==> src/rtl/bus_timer_if.sv <==
// bus_timer_if: processor data-bus slice seen by the interval timer
interface bus_timer_if;
    logic        cs;
    logic        W;
    logic [1:0]  Addr;
    logic [15:0] Wdata;
    logic [15:0] Rdata;
    logic        Done;
    modport master (output cs, W, Addr, Wdata, input Rdata, Done);
    modport slave  (input cs, W, Addr, Wdata, output Rdata, Done);
endinterface

==> src/rtl/bus_timer.sv <==
// bus_timer: memory-mapped prescaled down-counter with sticky expiry flag and optional auto-reload
module bus_timer #(
    parameter int PRESCALE = 50000
) (
    input  logic       Clock,
    input  logic       Resetn,
    bus_timer_if.slave bus
);
    typedef enum logic {IDLE, RUN} state_t;
    localparam logic [15:0] TICK_AT = 16'(PRESCALE - 1);
    state_t      state_q, state_d;
    logic [15:0] load_q, load_d;
    logic [15:0] count_q, count_d;
    logic [15:0] presc_q, presc_d;
    logic        auto_q, auto_d;
    logic        done_q, done_d;
    logic        wr, tick, expire;
    // next state: prescaler/tick countdown first, then bus writes override (start/stop beat a tick, STATUS clear loses to expiry)
    always_comb begin
        state_d = state_q;
        load_d  = load_q;
        count_d = count_q;
        presc_d = presc_q;
        auto_d  = auto_q;
        done_d  = done_q;
        wr      = bus.cs && bus.W;
        tick    = (state_q == RUN) && (presc_q == TICK_AT);
        expire  = tick && (count_q <= 16'd1);
        if (state_q == RUN)
            presc_d = tick ? '0 : presc_q + 16'd1;
        if (tick) begin
            count_d = expire ? (auto_q ? load_q : '0) : count_q - 16'd1;
            state_d = (expire && !auto_q) ? IDLE : RUN;
            done_d  = done_q || expire;
        end
        if (wr) begin
            case (bus.Addr)
                2'd0: load_d = bus.Wdata;
                2'd2: begin
                    auto_d  = bus.Wdata[1];
                    presc_d = '0;
                    done_d  = done_q;
                    count_d = bus.Wdata[0] ? load_q : count_q;
                    state_d = bus.Wdata[0] ? RUN : IDLE;
                end
                2'd3: done_d = expire;
                default: ;
            endcase
        end
    end
    // state registers with synchronous active-low reset
    always_ff @(posedge Clock) begin
        if (!Resetn) begin
            state_q <= IDLE;
            load_q  <= '0;
            count_q <= '0;
            presc_q <= '0;
            auto_q  <= 1'b0;
            done_q  <= 1'b0;
        end else begin
            state_q <= state_d;
            load_q  <= load_d;
            count_q <= count_d;
            presc_q <= presc_d;
            auto_q  <= auto_d;
            done_q  <= done_d;
        end
    end
    // combinational read mux, independent of cs and W
    always_comb begin
        bus.Rdata = (bus.Addr == 2'd0) ? load_q :
                    (bus.Addr == 2'd1) ? count_q :
                    (bus.Addr == 2'd2) ? {14'b0, auto_q, state_q == RUN} :
                                         {15'b0, done_q};
    end
    assign bus.Done = done_q;
endmodule
==> src/flat_wrapper.sv <==
// flat-port wrapper written by rule: the top's interface ports become plain ports
module bus_timer_flat 
#(
    parameter int PRESCALE = 50000
)
  (Clock, Resetn, bus_cs, bus_W, bus_Addr, bus_Wdata, bus_Rdata, bus_Done);
  bus_timer_if bus_i ();
  input  logic Clock;
  input  logic Resetn;
  input wire logic [$bits(bus_i.cs)-1:0] bus_cs;
  input wire logic [$bits(bus_i.W)-1:0] bus_W;
  input wire logic [$bits(bus_i.Addr)-1:0] bus_Addr;
  input wire logic [$bits(bus_i.Wdata)-1:0] bus_Wdata;
  output wire logic [$bits(bus_i.Rdata)-1:0] bus_Rdata;
  output wire logic [$bits(bus_i.Done)-1:0] bus_Done;
  assign bus_i.cs = bus_cs;
  assign bus_i.W = bus_W;
  assign bus_i.Addr = bus_Addr;
  assign bus_i.Wdata = bus_Wdata;
  assign bus_Rdata = bus_i.Rdata;
  assign bus_Done = bus_i.Done;
  bus_timer #(.PRESCALE(PRESCALE)) u_core (.Clock(Clock), .Resetn(Resetn), .bus(bus_i));
endmodule
==> config.mk <==
export PLATFORM = sky130hd
export DESIGN_NAME = bus_timer_flat
export DESIGN_NICKNAME = d
export VERILOG_FILES = /design/src/rtl/bus_timer_if.sv /design/src/rtl/bus_timer.sv /design/src/flat_wrapper.sv
export SDC_FILE = /design/constraint.sdc
export NUM_CORES = 1
export LEC_CHECK = 0
export ABC_AREA = 1
export BUFFER_PORTS_ARGS = -buffer_cell sky130_fd_sc_hd__buf_2
export CORE_MARGIN = 2
export CORE_UTILIZATION = 40
export CTS_CLUSTER_DIAMETER = 30
export DETAILED_ROUTE_END_ITERATION = 7
export GPL_ROUTABILITY_DRIVEN = 0
export GPL_TIMING_DRIVEN = 0
export PLACE_DENSITY = 0.67
export SLEW_MARGIN = 20
export SYNTH_ARGS = -nofsm -noshare
export SYNTH_HDL_FRONTEND = slang
export SYNTH_SLANG_ARGS = --single-unit
==> constraint.sdc <==
create_clock -name Clock -period 3 [get_ports Clock]
set_clock_uncertainty 0.05 [all_clocks]
set_input_delay 0.15 -clock Clock [delete_from_list [all_inputs] [get_ports Clock]]
set_output_delay 0.15 -clock Clock [all_outputs]
set_load 0.005 [all_outputs]
* Word level (Yosys, flattened, before mapping)
Cells that the tools add are included.
** Word-level totals
- Bits in registers :: 51
- Bits of input ports :: 22
- Output and inout bits :: 17
- Word-level logic and storage cells :: 45
** Cells by class
- $add $sub $neg :: 2
- Order comparisons :: 1
- Eq/ne operators :: 6
- Multiplexer cells :: 21
- Reductions and logical operators :: 9
** Operators by type and width (number)
- $mux 16 :: 12
- $add 16x1->16 const B :: 1
- $eq 16x16->1 const B :: 1
- $le 16x1->1 const B :: 1
- $sub 16x1->16 const B :: 1
- $mux 1 :: 7
- $eq 2x2->1 const B :: 2
- $logic_and 1x1->1 :: 4
- $reduce_and 2->1 :: 2
- $ne 3x3->1 const B :: 1
- $eq 2x1->1 const B :: 1
- $logic_not 2->1 :: 1
- $mux 2 :: 1
- $ne 2x2->1 const B :: 1
- $pmux 1 s2 :: 1
- $logic_not 1->1 :: 1
- $logic_or 1x1->1 :: 1

* Logic depth before layout (Yosys ltp)
Gate-level depths: netlist (run 1).
- Depth after elaboration :: 8
- Gate-level depth with buffers :: 14
- Mapped depth without buffers :: 13

* Worst setup path before layout (run 1)
Ideal clock, no wire load.
- Path type :: register to register
- Start :: reg u_core.count_q[0]
- End :: reg u_core.count_q[2]
- Library setup time :: 0.141 ns
- Arrival :: 1.496 ns
- Required time :: 2.809 ns
- Slack :: 1.313 ns
- Stages on the path, launching flop included :: 15
- Path buffers :: 1
- Period minus slack after synthesis :: 1.687 ns
- Cells stage by stage :: dfxtp_1 -> inv_1 -> ha_1 -> inv_1 -> nand2_1 -> nand2_1 -> nor2_4 -> nand2_4 -> inv_2 -> buf_6 -> nand2_1 -> nand3_1 -> nand2_1 -> nand2_1 -> a21oi_2
** On the way
- Cells in the longest elaborated chain, start to end :: 6
- Elaborated cells on any way between the ends :: 7
- Those cells by class :: add/sub (1); order compare (1); mux (4); reduce/logical (1)
** Ends and longest elaborated chain
- from (decl) :: RTL line bus_timer.sv:13 : logic [15:0] count_q, count_d;
- from (signal assigned) :: RTL line bus_timer.sv:63 : count_q <= count_d;
- $le 16x1->1 :: RTL line bus_timer.sv:28 : expire = tick && (count_q <= 16'd1);
- $logic_and 1x1->1 :: RTL line bus_timer.sv:28
- $mux 16 * :: RTL line bus_timer.sv:32 : count_d = expire ? (auto_q ? load_q : '0) : count_q - 16'd1;
- $mux 16 * :: RTL line bus_timer.sv:31 : if (tick) begin
- $mux 16 :: RTL line bus_timer.sv:37 : case (bus.Addr)
- $mux 16 * :: RTL line bus_timer.sv:36 : if (wr) begin
Mark *: on every way between the ends. The rest lies on a longest branch, timed or not.
A chain may end at the register's enable or synchronous reset.

* Worst setup path in the final report (run 1)
- Start :: reg u_core.count_q[0]
- End :: reg u_core.count_q[5]
Same word-level chain as after synthesis.

==> run_results.csv, run 1 <==
group,metric,value,unit
run_status,outcome,"finished clean",
setup_path,path_cells,"inv_1 -> ha_1 -> inv_1 -> nand2_1 -> nand2_1 -> nor2_4 -> nand2_4 -> inv_2 -> buf_6 -> nand2_1 -> nand2_1 -> nand2_1 -> nand3_1 -> a21oi_1",
setup_path,crit_required,3.10,ns
floorplanning,fp.dieH,95.4,um
logic_synthesis,syn_nets,553,
cells_and_area,fin_area,3740,sq um
sta,period_share,0.721,
global_routing,grt_pass1_vias,3307,
sta,drv_slew,0,
cells_and_area,fin_nets,598,
clock_network,cts_root_buf,"clkbuf_8",
worst_hold_path,hold_path_class,"primary input to flip-flop",
logic_synthesis,synth_ff_type,"dfxtp_1",
clock_network,clk_pin_slew_worst_paths,0.10,ns
logic_synthesis,netlist_area,3340,sq um
clock_network,htree_levels,2,
cells_and_area,final_core_util,0.460,
pwr,powerDensity,396,nW/um^2
sta,finalWorstSetupSlack,0.837,ns
floorplanning,initial_utilization,0.410,
setup_path,worstRegToRegCells,14,
pwr,p_leak,1.65,nW
setup_path,crit_type,"flip-flop to flip-flop",
sta,worst_pin_slew,0.964,ns
setup_path,worst-path-buf-inv,4,
detailed_routing,first_pass_iters,5,
setup_path,cp_common_cell,"nand2_1",
setup_path,crit_path_max_fanout,10,
worst_hold_path,whs_path_depth,3,
floorplanning,core_area,8130,sq um
detailed_routing,avgViaCountPerCell,5.37,
logic_synthesis,synth_edf_count,0,
sta,setup-violations-final,0,
detailed_routing,dr.first_iter.drc_count,274,
setup_path,cp.depth,14,
sta,fin_tns_setup,0,ns
logic_synthesis,synth-async-reset-ratio,0,
clock_network,cts_resized,0,
logic_synthesis,synth_cells,528,
logic_synthesis,yosys_register_bits,51,
cells_and_area,syn_to_final_growth,12.1,%
placed_design,place_area,3660,sq um
detailed_routing,drc_errors,0,
placed_design,place_hpwl,7.27,mm
placed_design,io_buffers,38,
pwr,total_power,1.48,mW
sta,maxSlewHeadroom,0.357,
cells_and_area,layout-drive-gt1-share,0.153,
setup_path,cp_slowest_stage_delay,0.37,ns
floorplanning,io-pin-count,39,
floorplanning,die_w,95.4,um
detailed_routing,drt-total-wl,10.3,mm
global_routing,overflow,0,
clock_network,cts_inserted_buffers,5,
logic_synthesis,synth_cell_types,36,
floorplanning,die_area,9090,sq um
global_routing,grt_use_total,0.232,
setup_path,slowest_stage,"dfxtp_1",
pwr,max-vdd-ir-drop,0.194,mV
setup_path,cp_data_arrival_time,2.27,ns
clock_network,hold_buffers,0,
setup_path,start_kind,"flip-flop",
floorplanning,rows,33,
detailed_routing,via_count,3644,
logic_synthesis,synth_seq_area_share,0.306,
sta,finalHoldViolations,0,
run,cap_violations,0,
logic_synthesis,avgSynthCellArea,6.32,sq um
clock_network,cts_setup_buffers,0,
logic_synthesis,synth_top_area_share,0.306,
cells_and_area,final_common_cell,"nand2_1",
logic_synthesis,synth_top_cell_by_area,"dfxtp_1",
global_routing,antenna_found_initial,0,
clock_network,cts_max_path_buffers,2,
cells_and_area,layout_common_cells,"nand2_1, inv_1, dfxtp_1",
clock_network,cts_tree,"yes",
logic_synthesis,synth_top_cells_by_area,"dfxtp_1, nand2_1, inv_1, o21ai_0, nand3_1",
sta,post-route-min-period,2.16,ns
sta,fmaxAchievable,462,MHz
global_routing,grt_pass1_wl,16.4,mm
setup_path,end_kind,"flip-flop",
placed_design,place_ws,0.922,ns
detailed_routing,ant_nets,0,
sta,rsz0062_at_grt,"false",
logic_synthesis,yosysWarnings,0,
global_routing,grt_max_degree,15,
clock_network,insertion_delay,0.31,ns
setup_path,cp_top_family,"simple AND/OR/NAND/NOR gates",
detailed_routing,wire_per_inst,15.1,um
cells_and_area,diodes,0,
clock_network,cts.sinks,51,
[cell usage after synthesis, types with 2 or more instances]
cell type,n
a211oi_1,2
nor2_1,48
nor2_8,2
ha_1,3
o21ai_1,2
nand3_2,5
o22ai_1,14
nand4_1,2
nor3_1,3
nor2_4,6
buf_2,5
a21oi_2,11
nand2_2,2
nand2_1,140
or2_2,2
a21oi_1,41
clkbuf_1,11
inv_2,2
xor2_1,5
inv_1,66
buf_6,3
nand3_1,42
nor2_2,2
clkinv_1,5
dfxtp_1,51
o21ai_0,43
[routing by layer]
| layer | part of all wire | track usage |
|---|---|---|
| met1 | 0.46 | 0.330 |
| met2 | 0.44 | 0.363 |
| met3 | 0.073 | 0.0277 |
| met4 | 0.021 | 0.0785 |
| met5 | 0 | 0 |
[state kept, by name, indices dropped and copies added, names as in the netlist]
register         cells
u_core.load_q       16
u_core.count_q      16
u_core.bus.Done      1
u_core.state_q       1
u_core.auto_q        1
u_core.presc_q      16
[final cells by class]
| type | instances | area [sq um] |
|---|---|---|
| tap | 105 | 131 |
| inverter | 73 | 274 |
| clock buffer | 7 | 76.3 |
| timing repair buffer | 38 | 190 |
| clock inverter | 1 | 5.00 |
| multi-input combinational | 384 | 1940 |
| fill | 894 | 4390 |
| sequential | 51 | 1020 |
| buffer | 20 | 104 |
[through the flow]
stage               cells  hold WS (ns)
floorplan             528         0.238
global route          679        0.0739
finish                679        0.0661
CTS                   679        0.0685
global placement      671         0.380
detailed placement    671         0.392
[logic make-up after synthesis]
| kind of cell | share of synthesized area |
|---|---|
| buffers and inverters | 0.113 |
| XOR/XNOR | 0.0131 |
| flip-flops | 0.306 |
| AO/OA/AOI/OAI | 0.196 |
| AND/OR/NAND/NOR | 0.361 |
| adder cells (fa/ha/maj) | 0.0112 |
[tightest hold or removal path: stages]
cell     delay, ns
buf_2         0.07
o21ai_0       0.07
a21oi_1       0.11
[final timing paths]
check                           slack (ns)                        endpoint                           start
worst min register to register        0.45   u_core.load_q[1]$_SDFFE_PN0P_   u_core.load_q[1]$_SDFFE_PN0P_
worst max-delay path                  0.84  u_core.count_q[5]$_SDFFE_PN0P_  u_core.count_q[0]$_SDFFE_PN0P_
worst max register to register        0.84  u_core.count_q[5]$_SDFFE_PN0P_  u_core.count_q[0]$_SDFFE_PN0P_
worst min-delay path                  0.07  u_core.load_q[13]$_SDFFE_PN0P_                   bus_Wdata[13]
[power by group]
group	total (mW)	internal [mW]	switching, mW
sequential	0.713	0.694	0.0181
combinational	0.363	0.124	0.239
clock	0.406	0.165	0.241
(Power assumes the default switching activity.)
==> run 2, diff against run 1 <==
Settings changed: ABC_AREA 1 to 0, PLACE_DENSITY 0.67 to 0.7.
Clock period 3 ns to 1.9 ns, I/O delays scaled along.
==> run 2 against run 1 <==
Critical path depth shrank 8. Via count shrank 6.2%. Combinational power grew 53%. Hold slack gained 0.061 ns. Synthesized cell count shrank 24%. The flow now finishes with violations (setup timing).
==> run_results.csv, run 2 <==
group,metric,value,unit
clock_network,cts.sinks,51,
setup_path,end_kind,"flip-flop",
logic_synthesis,avgSynthCellArea,7.73,sq um
logic_synthesis,yosysMostFrequentCell,"nand2_1",
setup_path,path_cells,"or4b_4 -> nor4_4 -> o211ai_1 -> a22oi_1 -> o21ai_1 -> o21a_1",
detailed_routing,dr.first_iter.drc_count,431,
global_routing,overflow,0,
floorplanning,die_w,92.0,um
pwr,max-vdd-ir-drop,0.395,mV
clock_network,cts_tree,"yes",
setup_path,slowest_stage,"or4b_4",
sta,worst_pin_slew,0.861,ns
worst_hold_path,hp-start,"Resetn",
pwr,clkPwrFrac,0.288,
cells_and_area,reg_top3,"u_core.count_q (16), u_core.load_q (16), u_core.presc_q (16)",
detailed_routing,first_pass_iters,5,
logic_synthesis,yosys_register_bits,51,
pwr,powerDensity,564,nW/um^2
pwr,combPwrFrac,0.238,
setup_path,crit_required,2.07,ns
run,cap_violations,0,
logic_synthesis,synth-async-reset-ratio,0,
placed_design,io_buffers,38,
pwr,internal_power,1.60,mW
detailed_routing,ant_nets,0,
global_routing,grt_pass1_vias,3058,
sta,drv_slew,0,
clock_network,insertion_delay,0.32,ns
sta,period_share,1.13,
setup_path,worstReg2RegStart,"u_core.presc_q[13]$_SDFF_PN0_",
cells_and_area,fin_nets,514,
clock_network,clk_pin_slew_worst_paths,0.10,ns
floorplanning,rows,32,
logic_synthesis,synth_cell_types,56,
logic_synthesis,synth_seq_area_share,0.329,
logic_synthesis,syn_nets,426,
pwr,p_sw_frac,0.314,
logic_synthesis,synth_top_cell_by_area,"dfxtp_1",
placed_design,place_hpwl,6.12,mm
sta,whs,0.127,ns
floorplanning,initial_utilization,0.407,
pwr,p_leak,1.65,nW
logic_synthesis,synth_top_cells_by_area,"dfxtp_1, nand2_1, nor2_1, mux2i_1, a21oi_1",
setup_path,start_kind,"flip-flop",
sta,finalHoldViolations,0,
global_routing,antenna_found_initial,0,
logic_synthesis,netlist_area,3100,sq um
logic_synthesis,synth_edf_count,0,
logic_synthesis,synthTopCellsByCount,"nand2_1, nor2_1, dfxtp_1, a21oi_1, mux2i_1",
cells_and_area,layout_common_cells,"nand2_1, nor2_1, buf_2",
global_routing,grt_max_degree,17,
clock_network,cts_inserted_buffers,5,
cells_and_area,syn_to_final_growth,33.7,%
setup_path,cp_data_arrival_time,2.33,ns
cells_and_area,layout-drive-gt1-share,0.294,
floorplanning,die_area,8470,sq um
cells_and_area,diodes,0,
pwr,pwr-share-seq,0.474,
logic_synthesis,synth_cells,401,
sta,finalWorstSetupSlack,-0.256,ns
sta,post-route-min-period,2.16,ns
global_routing,grt_use_total,0.222,
sta,setup-violations-final,13,
setup_path,startpoint,"u_core.presc_q[13]$_SDFF_PN0_",
setup_path,crit_path_max_fanout,4,
setup_path,crit_type,"flip-flop to flip-flop",
pwr,p_switching,0.735,mW
logic_synthesis,synth_ff_type,"dfxtp_1",
pwr,total_power,2.34,mW
detailed_routing,drc_errors,0,
clock_network,cts_root_buf,"clkbuf_8",
detailed_routing,wire_per_inst,16.6,um
sta,fmaxAchievable,464,MHz
run_status,outcome,"complete, but fails checks",
logic_synthesis,yosysWarnings,0,
logic_synthesis,synth_top_area_share,0.329,
worst_hold_path,hold_path_class,"primary input to flip-flop",
clock_network,cts_max_path_buffers,2,
sta,maxSlewHeadroom,0.424,
cells_and_area,final_common_cell,"nand2_1",
detailed_routing,drt-total-wl,9.82,mm
sta,rsz0062_at_grt,"true",
floorplanning,io-pin-count,39,
clock_network,htree_levels,2,
detailed_routing,avgViaCountPerCell,5.77,
setup_path,cp_slowest_stage_delay,0.55,ns
floorplanning,fp.dieH,92.0,um
detailed_routing,via_count,3418,
run_status,violations,"setup timing",
global_routing,grt_pass1_wl,15.1,mm
floorplanning,core_area,7610,sq um
[run 2: power groups by stage]
stage	sequential (mW)	clock, mW	combinational, mW
final	1.11	0.672	0.556
after global routing	1.11	0.710	0.587
after CTS	1.11	0.671	0.456
after detailed placement	1.14	0	0.398
after global placement	1.14	0	0.393
after floorplan	1.13	0	0.289
[run 2: cell type report]
type	instances	area [sq um]
Buffer	22	125
Clock buffer	6	72.6
Clock inverter	2	16.3
Fill cell	696	3460
Inverter	5	18.8
Multi-Input combinational cell	319	2140
Sequential cell	51	1060
Tap cell	102	128
Timing Repair Buffer	85	588
[run 2: metal layers]
metal	part of all wire	track usage
met1	0.43	0.311
met2	0.46	0.349
met3	0.075	0.0353
met4	0.031	0.0746
met5	0	0
[run 2: worst paths after layout]
check,endpoint,slack (ns),depth (start not counted)
worst max register to register,u_core.count_q[13]$_SDFFE_PN0P_,-0.26,6
worst min-delay path,u_core.count_q[1]$_SDFFE_PN0P_,0.13,3
worst min register to register,u_core.load_q[15]$_SDFFE_PN0P_,0.43,2
worst max-delay path,u_core.count_q[13]$_SDFFE_PN0P_,-0.26,6
[run 2: through the flow]
stage / setup WS (ns) / util / area (sq um) / setup TNS, ns / cells
finish: -0.256 / 0.545 / 4140 / -2.14 / 592
global route: -0.313 / 0.545 / 4140 / -3.40 / 592
CTS: -0.216 / 0.517 / 3930 / -2.10 / 583
detailed placement: -0.593 / 0.453 / 3440 / -12.87 / 541
global placement: -0.558 / 0.453 / 3440 / -12.39 / 541
floorplan: -0.106 / - / 3130 / -0.322 / 401
[run 2: what timing repair did]
item                                   4_1_cts  5_1_grt
endpoints found under the hold margin       16        0
hold buffers                                15        0
setup endpoints to repair                   44       29
buffers inserted                            21       11
gates resized for setup                     35       39
pin swaps                                   20        9
[run 2: critical path, delay by kind of cell (launching register included)]
kind / cells / cell delay [ns]
AO/OA/AOI/OAI: 4 / 0.66
AND/OR/NAND/NOR: 2 / 0.99
flip-flops: 1 / 0.36
[run 2: kinds of logic (layout without fill, tap and decap cells)]
kind of cell / Yosys count / in the layout / share of synthesized area
buffers and inverters: 31 / 120 / 0.0456
and+or+nand+nor: 188 / 188 / 0.307
DFF: 51 / 51 / 0.329
muxes: 21 / 21 / 0.0727
adders and majority gates: 3 / 3 / 0.0121
xor gates and xnor gates: 20 / 20 / 0.0565
AOI/OAI and AO/OA: 87 / 87 / 0.177
==> run 3, diff against run 2 <==
Settings changed: PLACE_DENSITY 0.7 to default, SLEW_MARGIN 20 to default.
==> run 3 against run 2 <==
The run still ends with setup timing left. Critical path depth up 2. Sequential power barely moved. Clock power fell by 2%. Total power shrank 0.17%. First-iteration DRC count fell by 50%. Largest cell class unchanged.
==> run_results.csv, run 3 (synthesized netlist as in run 2, its figures left out) <==
group,metric,value,unit
cells_and_area,syn_to_final_growth,34.7,%
sta,drv_slew,0,
sta,maxSlewHeadroom,0.457,
sta,worst_pin_slew,0.811,ns
cells_and_area,final_core_util,0.549,
detailed_routing,dr.first_iter.drc_count,215,
clock_network,clk_pin_slew_worst_paths,0.10,ns
detailed_routing,drt-total-wl,9.73,mm
global_routing,grt_pass1_vias,3102,
clock_network,cts_root_buf,"clkbuf_8",
detailed_routing,wire_per_inst,16.5,um
detailed_routing,first_pass_iters,5,
clock_network,cts_inserted_buffers,5,
worst_hold_path,whs_path_depth,4,
sta,fmaxAchievable,479,MHz
global_routing,antenna_found_initial,0,
worst_hold_path,hold_path_end,"u_core.auto_q$_SDFFE_PN0P_",
floorplanning,initial_utilization,0.407,
clock_network,cts_max_path_buffers,2,
setup_path,worstRegToRegCells,8,
floorplanning,die_w,92.0,um
setup_path,cp_data_arrival_time,2.28,ns
pwr,internal_power,1.61,mW
placed_design,place_area,3440,sq um
setup_path,crit_path_max_fanout,8,
setup_path,worstReg2RegStart,"u_core.presc_q[12]$_SDFF_PN0_",
cells_and_area,fin_nets,511,
setup_path,end_kind,"flip-flop",
cells_and_area,fin_area,4170,sq um
sta,rsz0062_at_grt,"true",
pwr,p_leak,1.68,nW
setup_path,rrSetupSlack,-0.19,ns
pwr,p_sw_frac,0.310,
global_routing,grt_max_degree,16,
floorplanning,die_area,8470,sq um
pwr,p_switching,0.722,mW
global_routing,overflow,0,
cells_and_area,diodes,0,
cells_and_area,fillCellCount,741,
sta,finalWorstSetupSlack,-0.188,ns
pwr,max-vdd-ir-drop,0.366,mV
worst_hold_path,hp-start,"bus_Addr[0]",
setup_path,crit_required,2.10,ns
placed_design,io_buffers,38,
detailed_routing,avgViaCountPerCell,5.63,
detailed_routing,via_count,3316,
setup_path,start_kind,"flip-flop",
pwr,combPwrFrac,0.242,
worst_hold_path,hold_path_class,"primary input to flip-flop",
sta,post-route-min-period,2.09,ns
clock_network,cts_tree,"yes",
sta,finalHoldViolations,0,
detailed_routing,drc_errors,0,
placed_design,place_hpwl,6.37,mm
floorplanning,core_area,7610,sq um
clock_network,cts.sinks,51,
setup_path,regToRegEndpoint,"u_core.count_q[8]$_SDFFE_PN0P_",
run_status,outcome,"complete, but fails checks",
cells_and_area,reg_top3,"u_core.count_q (16), u_core.load_q (16), u_core.presc_q (16)",
pwr,total_power,2.33,mW
detailed_routing,ant_nets,0,
pwr,clkPwrFrac,0.281,
pwr,pwr-share-seq,0.477,
global_routing,grt_pass1_wl,15.6,mm
placed_design,place_ws,-0.639,ns
run_status,violations,"setup timing",
sta,setup-violations-final,14,
sta,period_share,1.10,
global_routing,grt_use_total,0.231,
run,cap_violations,0,
floorplanning,rows,32,
floorplanning,fp.dieH,92.0,um
cells_and_area,final_common_cell,"nand2_1",
clock_network,htree_levels,2,
pwr,powerDensity,559,nW/um^2
clock_network,insertion_delay,0.31,ns
floorplanning,io-pin-count,39,
cells_and_area,layout_common_cells,"nand2_1, nor2_1, buf_2",
setup_path,crit_type,"flip-flop to flip-flop",
cells_and_area,layout-drive-gt1-share,0.298,
run 3: cell types whose count changed in the layout (fill, tap and decap cells not counted), moves of 2 or more:
cell / delta
o21ai_0: +5
buf_4: -4
o21ai_1: -4
a311oi_1: -2
a311oi_2: +2
buf_6: +2
buf_8: -2
dfxtp_2: +2
dfxtp_4: -2
nand2_2: -2
run 3: repair_timing:
action,4_1_cts,5_1_grt
gates resized for setup,41,29
setup buffers,24,5
pin swaps,17,11
endpoints found under the setup margin,44,39
hold buffers,15,0
endpoints found under the hold margin,16,0
gates cloned,0,1
run 3: area by class of cell:
cell class	count	area, sq um	share of cell area
multi-input combinational	319	2170	0.521
clock buffer	6	72.6	0.0174
clock inverter	2	12.5	0.00300
buffer	21	109	0.0261
sequential	51	1050	0.252
tap	102	128	0.0306
inverter	5	18.8	0.00450
timing repair buffer	83	607	0.145
run 3: worst max path at each step:
stage,start,to,depth (start not counted)
after floorplan,u_core.presc_q[4]$_SDFF_PN0_,u_core.count_q[15]$_SDFFE_PN0P_,6
after detailed placement,u_core.presc_q[12]$_SDFF_PN0_,u_core.presc_q[11]$_SDFF_PN0_,5
final,u_core.presc_q[12]$_SDFF_PN0_,u_core.count_q[8]$_SDFFE_PN0P_,8
after global placement,u_core.count_q[0]$_SDFFE_PN0P_,u_core.count_q[10]$_SDFFE_PN0P_,8
after global routing,u_core.presc_q[12]$_SDFF_PN0_,u_core.count_q[8]$_SDFFE_PN0P_,8
after CTS,u_core.presc_q[4]$_SDFF_PN0_,u_core.count_q[13]$_SDFFE_PN0P_,7
run 3: critical path, cell delays in order, from the launching register on:
cell and delay, ns:
dfxtp_4 0.38, or4b_4 0.52, buf_6 0.14, nor4_4 0.30
buf_4 0.22, nor3_1 0.05, nor2_1 0.16, o21ai_2 0.07
a21oi_1 0.12
run 3: through the flow:
| stage | hold slack [ns] | TNS, ns | std cells |
|---|---|---|---|
| finish | 0.148 | -1.66 | 589 |
| floorplan | 0.181 | -0.322 | 401 |
| CTS | 0.125 | -1.40 | 586 |
| global placement | 0.284 | -15.00 | 541 |
| detailed placement | 0.294 | -16.06 | 541 |
| global route | 0.168 | -3.13 | 589 |
run 3: power by group through the flow:
stage / clock [mW] / sequential (mW) / combinational [mW]
6_report: 0.656 / 1.11 / 0.565
5_1_grt: 0.700 / 1.12 / 0.607
4_1_cts: 0.660 / 1.11 / 0.481
3_5_place_dp: 0 / 1.14 / 0.399
3_3_place_gp: 0 / 1.14 / 0.399
2_1_floorplan: 0 / 1.13 / 0.289
run 3: routing by layer:
layer / part of all wire / track usage / vias up
li1: - / - / 1599
met1: 0.47 / 0.330 / 1572
met2: 0.46 / 0.350 / 131
met3: 0.060 / 0.0403 / 14
met4: 0.016 / 0.0833 / 0
met5: 0 / 0 / -
